## config.mk

```make
export PLATFORM = sky130hd
export DESIGN_NAME = if_stage
export DESIGN_NICKNAME = d
export VERILOG_FILES = /design/src/rtl/if_stage_pkg.sv /design/src/rtl/icache_dm.sv /design/src/rtl/if_stage.sv
export SDC_FILE = /design/constraint.sdc
export NUM_CORES = 2
export LEC_CHECK = 0
export CORE_MARGIN = 2
export CORE_UTILIZATION = 30
export DETAILED_ROUTE_END_ITERATION = 8
export PLACE_DENSITY = 0.49
export SETUP_SLACK_MARGIN = 0.1
export SYNTH_ARGS = -nofsm -noshare
export SYNTH_HDL_FRONTEND = slang
export SYNTH_HIERARCHICAL = 1
export SYNTH_SLANG_ARGS = --single-unit
```

## constraint.sdc

```tcl
create_clock -name clk -period 7.6 [get_ports clk]
set_clock_uncertainty 0.15 [all_clocks]
set_input_delay 2.28 -clock clk [delete_from_list [all_inputs] [get_ports clk]]
set_output_delay 2.28 -clock clk [all_outputs]
set_load 0.05 [all_outputs]
```

## src/rtl/if_stage_pkg.sv

```systemverilog
// rtl/if_stage_pkg.sv - shared constants, fetch state encodings and helpers for the IF stage
package if_stage_pkg;

    localparam logic [31:0] ZERO_WORD = 32'h0000_0000;
    localparam int          STALL_W   = 6;

    typedef enum logic [1:0] {
        IF_LOOKUP = 2'd0,
        IF_WAIT   = 2'd1,
        IF_READY  = 2'd2
    } if_state_e;

    // Fetch addresses are always word aligned; low two bits are dropped.
    function automatic logic [31:0] word_align(input logic [31:0] addr);
        return {addr[31:2], 2'b00};
    endfunction

endpackage

```

## src/rtl/icache_dm.sv

```systemverilog
// rtl/icache_dm.sv - direct-mapped one-word-per-line instruction cache
module icache_dm #(
    parameter int LINES   = 64,
    parameter int INDEX_W = $clog2(LINES),
    parameter int TAG_W   = 30 - INDEX_W
) (
    input  logic               clk,
    input  logic               rst,
    input  logic [INDEX_W-1:0] rd_index,
    input  logic [TAG_W-1:0]   rd_tag,
    output logic               rd_hit,
    output logic [31:0]        rd_data,
    input  logic               wr_en,
    input  logic [INDEX_W-1:0] wr_index,
    input  logic [TAG_W-1:0]   wr_tag,
    input  logic [31:0]        wr_data
);

    logic [LINES-1:0] valid_q, valid_d;
    logic [TAG_W-1:0] tag_q  [LINES];
    logic [TAG_W-1:0] tag_d  [LINES];
    logic [31:0]      data_q [LINES];
    logic [31:0]      data_d [LINES];

    // Combinational read port: hit needs a valid line with a matching tag.
    always_comb begin
        rd_hit  = valid_q[rd_index] && (tag_q[rd_index] == rd_tag);
        rd_data = data_q[rd_index];
    end

    // Next-state of the arrays: a single line is written per fill.
    always_comb begin
        valid_d = valid_q;
        tag_d   = tag_q;
        data_d  = data_q;
        if (wr_en) begin
            valid_d[wr_index] = 1'b1;
            tag_d[wr_index]   = wr_tag;
            data_d[wr_index]  = wr_data;
        end
    end

    // Valid bits are the only state that must clear on reset.
    always_ff @(posedge clk) begin
        if (rst) begin
            valid_q <= '0;
        end else begin
            valid_q <= valid_d;
        end
    end

    // Tag and data storage carry no reset; valid bits qualify them.
    always_ff @(posedge clk) begin
        tag_q  <= tag_d;
        data_q <= data_d;
    end

endmodule

```

## src/rtl/if_stage.sv

```systemverilog
// rtl/if_stage.sv - instruction fetch stage with PC, icache lookup and miss handling
module if_stage
    import if_stage_pkg::*;
#(
    parameter logic [31:0] RESET_PC     = 32'h0000_0000,
    parameter int          ICACHE_LINES = 64,
    parameter int          INDEX_W      = $clog2(ICACHE_LINES)
) (
    input  logic               clk,
    input  logic               rst,
    input  logic [STALL_W-1:0] stall_state,
    input  logic               ex_b_flag_i,
    input  logic [31:0]        ex_b_target_i,
    output logic [31:0]        if_pc,
    output logic [31:0]        if_inst,
    output logic               if_stall_req,
    output logic               mem_req,
    output logic [31:0]        mem_addr,
    input  logic               mem_ack,
    input  logic               mem_valid,
    input  logic [31:0]        mem_rdata
);

    localparam int TAG_W = 30 - INDEX_W;

    if_state_e   state_q, state_d;
    logic [31:0] pc_q, pc_d;
    logic        discard_q, discard_d;
    logic [31:0] hold_q, hold_d;
    logic [29:0] req_word_q, req_word_d;   // word address of the outstanding request

    logic        hit;
    logic [31:0] hit_data;
    logic        fill_en;
    logic        inst_valid;
    logic        unused_bits;

    assign unused_bits = ^{stall_state[STALL_W-1:1], ex_b_target_i[1:0]};

    icache_dm #(
        .LINES   (ICACHE_LINES),
        .INDEX_W (INDEX_W),
        .TAG_W   (TAG_W)
    ) u_icache (
        .clk      (clk),
        .rst      (rst),
        .rd_index (pc_q[INDEX_W+1:2]),
        .rd_tag   (pc_q[31:INDEX_W+2]),
        .rd_hit   (hit),
        .rd_data  (hit_data),
        .wr_en    (fill_en),
        .wr_index (req_word_q[INDEX_W-1:0]),
        .wr_tag   (req_word_q[29:INDEX_W]),
        .wr_data  (mem_rdata)
    );

    // Fetch control: lookup/miss/fill sequencing, advance, then branch override.
    always_comb begin
        state_d      = state_q;
        pc_d         = pc_q;
        discard_d    = discard_q;
        hold_d       = hold_q;
        req_word_d   = req_word_q;
        inst_valid   = 1'b0;
        fill_en      = 1'b0;
        mem_req      = 1'b0;
        mem_addr     = pc_q;
        if_pc        = pc_q;
        if_inst      = ZERO_WORD;
        if_stall_req = 1'b1;

        case (state_q)
            IF_LOOKUP: begin
                if (hit) begin
                    inst_valid   = 1'b1;
                    if_inst      = hit_data;
                    if_stall_req = 1'b0;
                end else begin
                    mem_req = 1'b1;
                    if (mem_ack) begin
                        req_word_d = pc_q[31:2];
                        state_d    = IF_WAIT;
                    end
                end
            end
            IF_WAIT: begin
                if (mem_valid) begin
                    // The returned word is correct for its address even if stale.
                    fill_en = 1'b1;
                    if (discard_q) begin
                        discard_d = 1'b0;
                        state_d   = IF_LOOKUP;
                    end else begin
                        hold_d  = mem_rdata;
                        state_d = IF_READY;
                    end
                end
            end
            IF_READY: begin
                inst_valid   = 1'b1;
                if_inst      = hold_q;
                if_stall_req = 1'b0;
            end
            default: begin
                state_d = IF_LOOKUP;
            end
        endcase

        if (inst_valid && !stall_state[0]) begin
            pc_d    = pc_q + 32'd4;
            state_d = IF_LOOKUP;
        end

        if (ex_b_flag_i) begin
            pc_d = word_align(ex_b_target_i);
            case (state_q)
                IF_LOOKUP: begin
                    if (!hit && mem_ack) begin
                        state_d   = IF_WAIT;
                        discard_d = 1'b1;
                    end else begin
                        state_d = IF_LOOKUP;
                    end
                end
                IF_WAIT: begin
                    if (mem_valid) begin
                        state_d   = IF_LOOKUP;
                        discard_d = 1'b0;
                    end else begin
                        state_d   = IF_WAIT;
                        discard_d = 1'b1;
                    end
                end
                default: begin
                    state_d = IF_LOOKUP;
                end
            endcase
        end

        if (rst) begin
            fill_en      = 1'b0;
            mem_req      = 1'b0;
            if_pc        = RESET_PC;
            if_inst      = ZERO_WORD;
            if_stall_req = 1'b1;
        end
    end

    // Stage registers.
    always_ff @(posedge clk) begin
        if (rst) begin
            state_q    <= IF_LOOKUP;
            pc_q       <= RESET_PC;
            discard_q  <= 1'b0;
            hold_q     <= ZERO_WORD;
            req_word_q <= '0;
        end else begin
            state_q    <= state_d;
            pc_q       <= pc_d;
            discard_q  <= discard_d;
            hold_q     <= hold_d;
            req_word_q <= req_word_d;
        end
    end

endmodule

```

# [Word level (Yosys, flattened, before mapping)]
# Cells that the tools add are included.
[totals] ff_bits=3745 output_inout_bits=98
[op_classes] addsub=1 reduce_logical=13 n_mux=48 n_lt_le_gt_ge=6 eq_ne=7 n_bitwise=5
[ops] cell="bitwise mux 2048 bit" count=1
[ops] cell="bitwise mux 1536 bit" count=1
[ops] cell="two-way mux 32 bit" count=8
[ops] cell="binary-select mux 32 bit (select 6 bit)" count=1
[ops] cell="demux 32 bit (select 6 bit)" count=1
[ops] cell="binary-select mux 24 bit (select 6 bit)" count=1
[ops] cell="demux 24 bit (select 6 bit)" count=1
[ops] cell="two-way mux 24 bit" count=3
[ops] cell="OR 64 bit" count=1
[ops] cell="one-hot mux 32 bit (2 select lines)" count=1
[ops] cell="adder 32 x 3 -> 32 bit, second input constant" count=1
[ops] cell="equality test 24 bit" count=1
[ops] cell="two-way mux 1 bit" count=17
[ops] cell=">= comparator 7 bit, second input constant" count=2
[ops] cell="< comparator 6 x 7 -> 1 bit, second input constant" count=2
[ops] cell="inverter 6 -> 7 bit" count=2
[ops] cell="two-way mux 2 bit" count=6
[ops] cell="!= test 4 bit, second input constant" count=3
[ops] cell="< comparator 7 x 1 -> 1 bit, second input constant" count=1
[ops] cell="binary-select mux 1 bit (select 6 bit)" count=1
[ops] cell="demux 1 bit (select 6 bit)" count=1
[ops] cell=">= comparator 6 x 1 -> 1 bit, second input constant" count=1
[ops] cell="one-hot mux 1 bit (2 select lines)" count=3
[ops] cell="one-hot mux 2 bit (3 select lines)" count=1
[ops] cell="other kinds (12)" count=19

# [Logic depth before layout (Yosys ltp)]
[logic_depth] depth_word=11 ltp_mapped=20

# [Modules after synthesis]
# Netlist, hierarchy kept.
[modules_own_cells] mod="icache_dm" n_inst=1 cells_per_inst=5859 area_each_um2=139002.1
[modules_own_cells] mod="if_stage" n_inst=1 cells_per_inst=613 area_each_um2=4764.6

# [Worst setup path before layout]
# Ideal clock, no wire load.
[synth_timing] path_kind="register to output" start="register pc_q[2] (netlist: mem_addr[2])" end="output port if_inst[10]" path_stages_with_launch=19 arrival_time_ps=4664 path_slack_ps=506 path_buffers=7 path_cell_list="dfxtp_1 buf_6 buf_6 buf_4 buf_4 buf_4 buf_2 mux2i_1 o22ai_1 o22ai_1 nand3_1 o211ai_1 xnor2_1 nor4_2 and4_1 nor3b_1 clkbuf_1 a22oi_1 nor2_1"
[synth_via] elab_chain_len=9
[synth_rtl] element="from (decl)" line_no="if_stage.sv:27" text="logic [31:0] pc_q, pc_d;"
[synth_rtl] element="from (signal assigned)" line_no="if_stage.sv:159" text="pc_q <= pc_d;"
[synth_rtl] element="inverter 6 -> 7 bit (implied by the code)" line_no="icache_dm.sv:27" text="rd_hit = valid_q[rd_index] && (tag_q[rd_index] == rd_tag);"
[synth_rtl] element="binary-select mux 24 bit (select 6 bit)" line_no="icache_dm.sv:27"
[synth_rtl] element="two-way mux 24 bit (implied by the code) (2 in a row)" line_no="icache_dm.sv:27"
[synth_rtl] element="equality test 24 bit" line_no="icache_dm.sv:27"
[synth_rtl] element="logical AND 1 bit (*)" line_no="icache_dm.sv:27"
[synth_rtl] element="net hit" line_no="if_stage.sv:32" text="logic hit;"
[synth_rtl] element="two-way mux 32 bit (*)" line_no="if_stage.sv:74" text="if (hit) begin"
[synth_rtl] element="one-hot mux 32 bit (2 select lines) (*)" line_no="if_stage.sv:72" text="case (state_q)"
[synth_rtl] element="two-way mux 32 bit (*)" line_no="if_stage.sv:140" text="if (rst) begin"
[synth_rtl] element="to (decl)" line_no="if_stage.sv:15" text="output logic [31:0] if_inst,"
# The timed path passes the listed nets; every way through them passes the cells marked *. The select of a mux whose other input is x is not followed.

# [Worst setup path in the final report]
[layout_timing] start="register pc_q[3] (netlist: mem_addr[3])" end="output port if_inst[7]"
# The elaborated chain is that of the path after synthesis.

==> flow_summary_export.csv <==
group,metric,value,unit
run_status,status,"finished with violations",
run_status,violations,"setup timing",
grt,grt_max_degree,111,
routing,drc_errors,0,
grt,grt_pass1_wl,620000,um
yosys,synth-xor-area-share,0.274,%
setup_path,crit_arrival,5.91,ns
floorplanning,rows,254,
placement,hpwl,240000,um
clock_network,cts.sinks,3743,
hold_path,min-delay-start,"hold_q[4]",
routing,finalWirelength,460000,um
yosys,synthMuxAreaShare,17.1,%
floorplanning,core_area,478000,um2
floorplanning,die_w,696,um
yosys,synth.avg_cell_area,22.2,um2
placement,place_congestion,0.769,
clock_network,cts_tree,"done",
hold_path,whs_path_depth,2,
yosys,synth_enable_flop_cells,3584,
layout,nets,7177,
power,power_density,257,nW/um2
routing,drt_iter0_drc,8752,
layout,final_area,170000,um2
floorplanning,die_y,696,um
timing,drv_slew,0,
layout,fill_cells,44045,
yosys,ys_top_cells_by_area,"edfxtp_1, mux4_2, dfxtp_1",
hold_path,min_path_type,"register to register",
timing,period_minus_slack,8.34,ns
run,drv_cap,0,
routing,drt-pass1-iter-count,6,
setup_path,criticalPathCategory,"register to output pin",
setup_path,r2r-start,"mem_addr[3]",
floorplanning,initial_core_util,30.1,%
yosys,synth_top_cell_by_area,"edfxtp_1",
power,peakVddDrop,0.180,mV
setup_path,r2r_cells,21,
placement,port_buffers,161,
timing,hold_viol_final,0,
yosys,synth_most_common_cell,"edfxtp_1",
layout,layout-drive-gt1-share,30.5,%
clock_network,cts_buffers,386,
setup_path,worst_ep_required_time,5.17,ns
yosys,seq_area_frac_synth,77.1,%
clock_network,clk_pin_slew_worst_paths,0.06,ns
setup_path,critPathMaxFanout,19,
timing,timing.fmax,0.120,GHz
routing,antenna_left,0,
yosys,synth-simple-area-share,2.37,%
timing,relSlewSlack,11.8,%
routing,num_vias,72934,
floorplanning,pin_count,173,
yosys,synthTopCellsByCount,"edfxtp_1, mux4_2, nor2_1",
timing,finalCritPeriodShare,110,%
setup_path,r2r_slack,2.08,ns
power,p_total,43600,uW
setup_path,r2r-end,"mem_addr[11]",
hold_path,holdPathEnd,"hold_q[4]",
yosys,yosys_warnings,6,
timing,worstMarginPinSlew,1.32,ns
routing,vias_per_cell,5.28,
timing,worst_slack,-0.743,ns
floorplanning,die_area,485000,um2
setup_path,critPathLaunchType,"register",
layout,area_growth,18.2,%
clock_network,htree_num_levels,5,
grt,grt_pass1_vias,72957,
clock_network,max-clock-path-buffers,4,
placement,placed_area,157000,um2
yosys,ys_async_sr_fraction,0,%
timing,rsz0062_at_grt,"yes",
yosys,synth_ff_type,"edfxtp_1",
yosys,synth_compound_area_share,1.85,%
grt,grt-ovfl-total,0,
yosys,synth_adder_area_share,0.00870,%
yosys,synth_top_family_by_area,"multiplexers",
timing,setup_violations,32,
yosys,syn_area,144000,um2
clock_network,cts_root_buf,"clkbuf_16",
power,power.leakage,0.0493,uW
yosys,ys_seq_elements,3743,
clock_network,holdBufCountCts,0,
yosys,netlist.area_leader.share,74.9,%
clock_network,clkLatencyLatePin,0.98,ns
grt,antenna_found_initial,23,
setup_path,endpoint_kind,"output pin",
grt,grt.total_usage,18.5,%
yosys,ys_types,81,
yosys,syn_inst,6472,
routing,post_drt_wl_per_cell,33.3,um
where the power goes:
group          switching [uW]  internal [uW]  leakage (uW)  total [uW]
clock                    8020          10600       0.00602       18700
combinational            1290            915        0.0115        2210
sequential                129          22600        0.0318       22700
cell usage in the layout, fill, tap and decap left out, types with 65 or more instances in the layout:
master           instances
buf_4                  301
mux4_2                1018
clkinv_2                67
mux2i_1                143
a22oi_1                 65
clkdlybuf4s50_1         94
clkbuf_1                87
clkbuf_16              394
nand2_1                232
nor2_4                  66
nor2_1                 224
a21oi_1                 98
edfxtp_1              3584
buf_12                 149
dfxtp_1                130
layout make-up:
type / instances / area, um2 / share of cell area (%)
flip-flops and latches: 3743 / 111000 / 65.3
clock buffers: 504 / 10500 / 6.17
well taps: 6400 / 8010 / 4.71
inverters: 13 / 63.8 / 0.0376
repair buffers: 602 / 6800 / 4.00
clock inverters: 197 / 1860 / 1.09
multi-input cells: 2355 / 31800 / 18.7
diodes: 9 / 22.5 / 0.0133
flip-flops by register name, summed over array words and instances, names as in the netlist:
register,flops
req_word_q,30
u_icache/data_q,2048
mem_addr,30
u_icache/tag_q,1536
hold_q,32
discard_q,1
u_icache/valid_q,64
state_q,2
through the flow:
| stage | utilization [%] | TNS [ns] | hold WS (ns) | worst slack (ns) | std cells |
|---|---|---|---|---|---|
| 4_1_cts | 35.5 | -26.96 | 0.305 | -0.877 | 13809 |
| 6_report | 35.5 | -22.30 | 0.306 | -0.743 | 13823 |
| 2_1_floorplan | - | 0 | 0.285 | 0.506 | 6475 |
| 5_1_grt | 35.5 | -26.59 | 0.327 | -0.881 | 13818 |
| 3_3_place_gp | 32.8 | -10.86 | 0.299 | -0.529 | 13083 |
| 3_5_place_dp | 32.8 | -9.67 | 0.297 | -0.492 | 13083 |
critical path: stages (launching register included):
cell and delay [ns]:
dfxtp_4 0.49, buf_12 0.19, buf_12 0.20, buf_4 0.25
nand2b_1 0.24, o22ai_1 0.14, nor3_1 0.61, o32ai_4 0.23
buf_4 0.23, xor2_1 0.18, o2111ai_1 0.14, nor4_1 0.24
buf_4 0.17, and4_1 0.22, nor3b_4 0.23, buf_6 0.14
buf_16 0.20, buf_4 0.19, a22oi_1 0.08, nor2_1 0.18
buf_4 0.19, buf_12 0.14
cells by family (layout without fill, tap and decap cells):
family | Yosys count | in the layout
and+or+nand+nor | 732 | 732
AOI/OAI and AO/OA | 394 | 394
other | 1 | 13
buffers and inverters | 377 | 1316
muxes | 1179 | 1179
adders and majority gates | 1 | 1
DFF | 3743 | 3743
xor gates and xnor gates | 45 | 45
layer usage:
metal	track usage (%)	wire (um)
met2	31.2	227000
met5	0.0693	116
met4	4.72	12600
met3	2.46	29600
met1	25.3	191000
worst max-delay path by stage:
stage / from / to / slack, ns / depth (start not counted)
global route: mem_addr[2] / if_inst[21] / -0.88 / 20
finish: mem_addr[3] / if_inst[7] / -0.74 / 21
CTS: mem_addr[2] / if_inst[21] / -0.88 / 20
floorplan: mem_addr[2] / if_inst[10] / 0.51 / 18
global placement: mem_addr[2] / if_inst[2] / -0.53 / 20
detailed placement: mem_addr[2] / if_inst[2] / -0.49 / 20
repair_timing:
item	CTS	global route
setup buffers	23	4
setup endpoints to repair	34	34
pin swaps	14	11
gates resized for setup	41	23
gates cloned	2	2
Note: power is estimated with default switching activity, not from simulation.
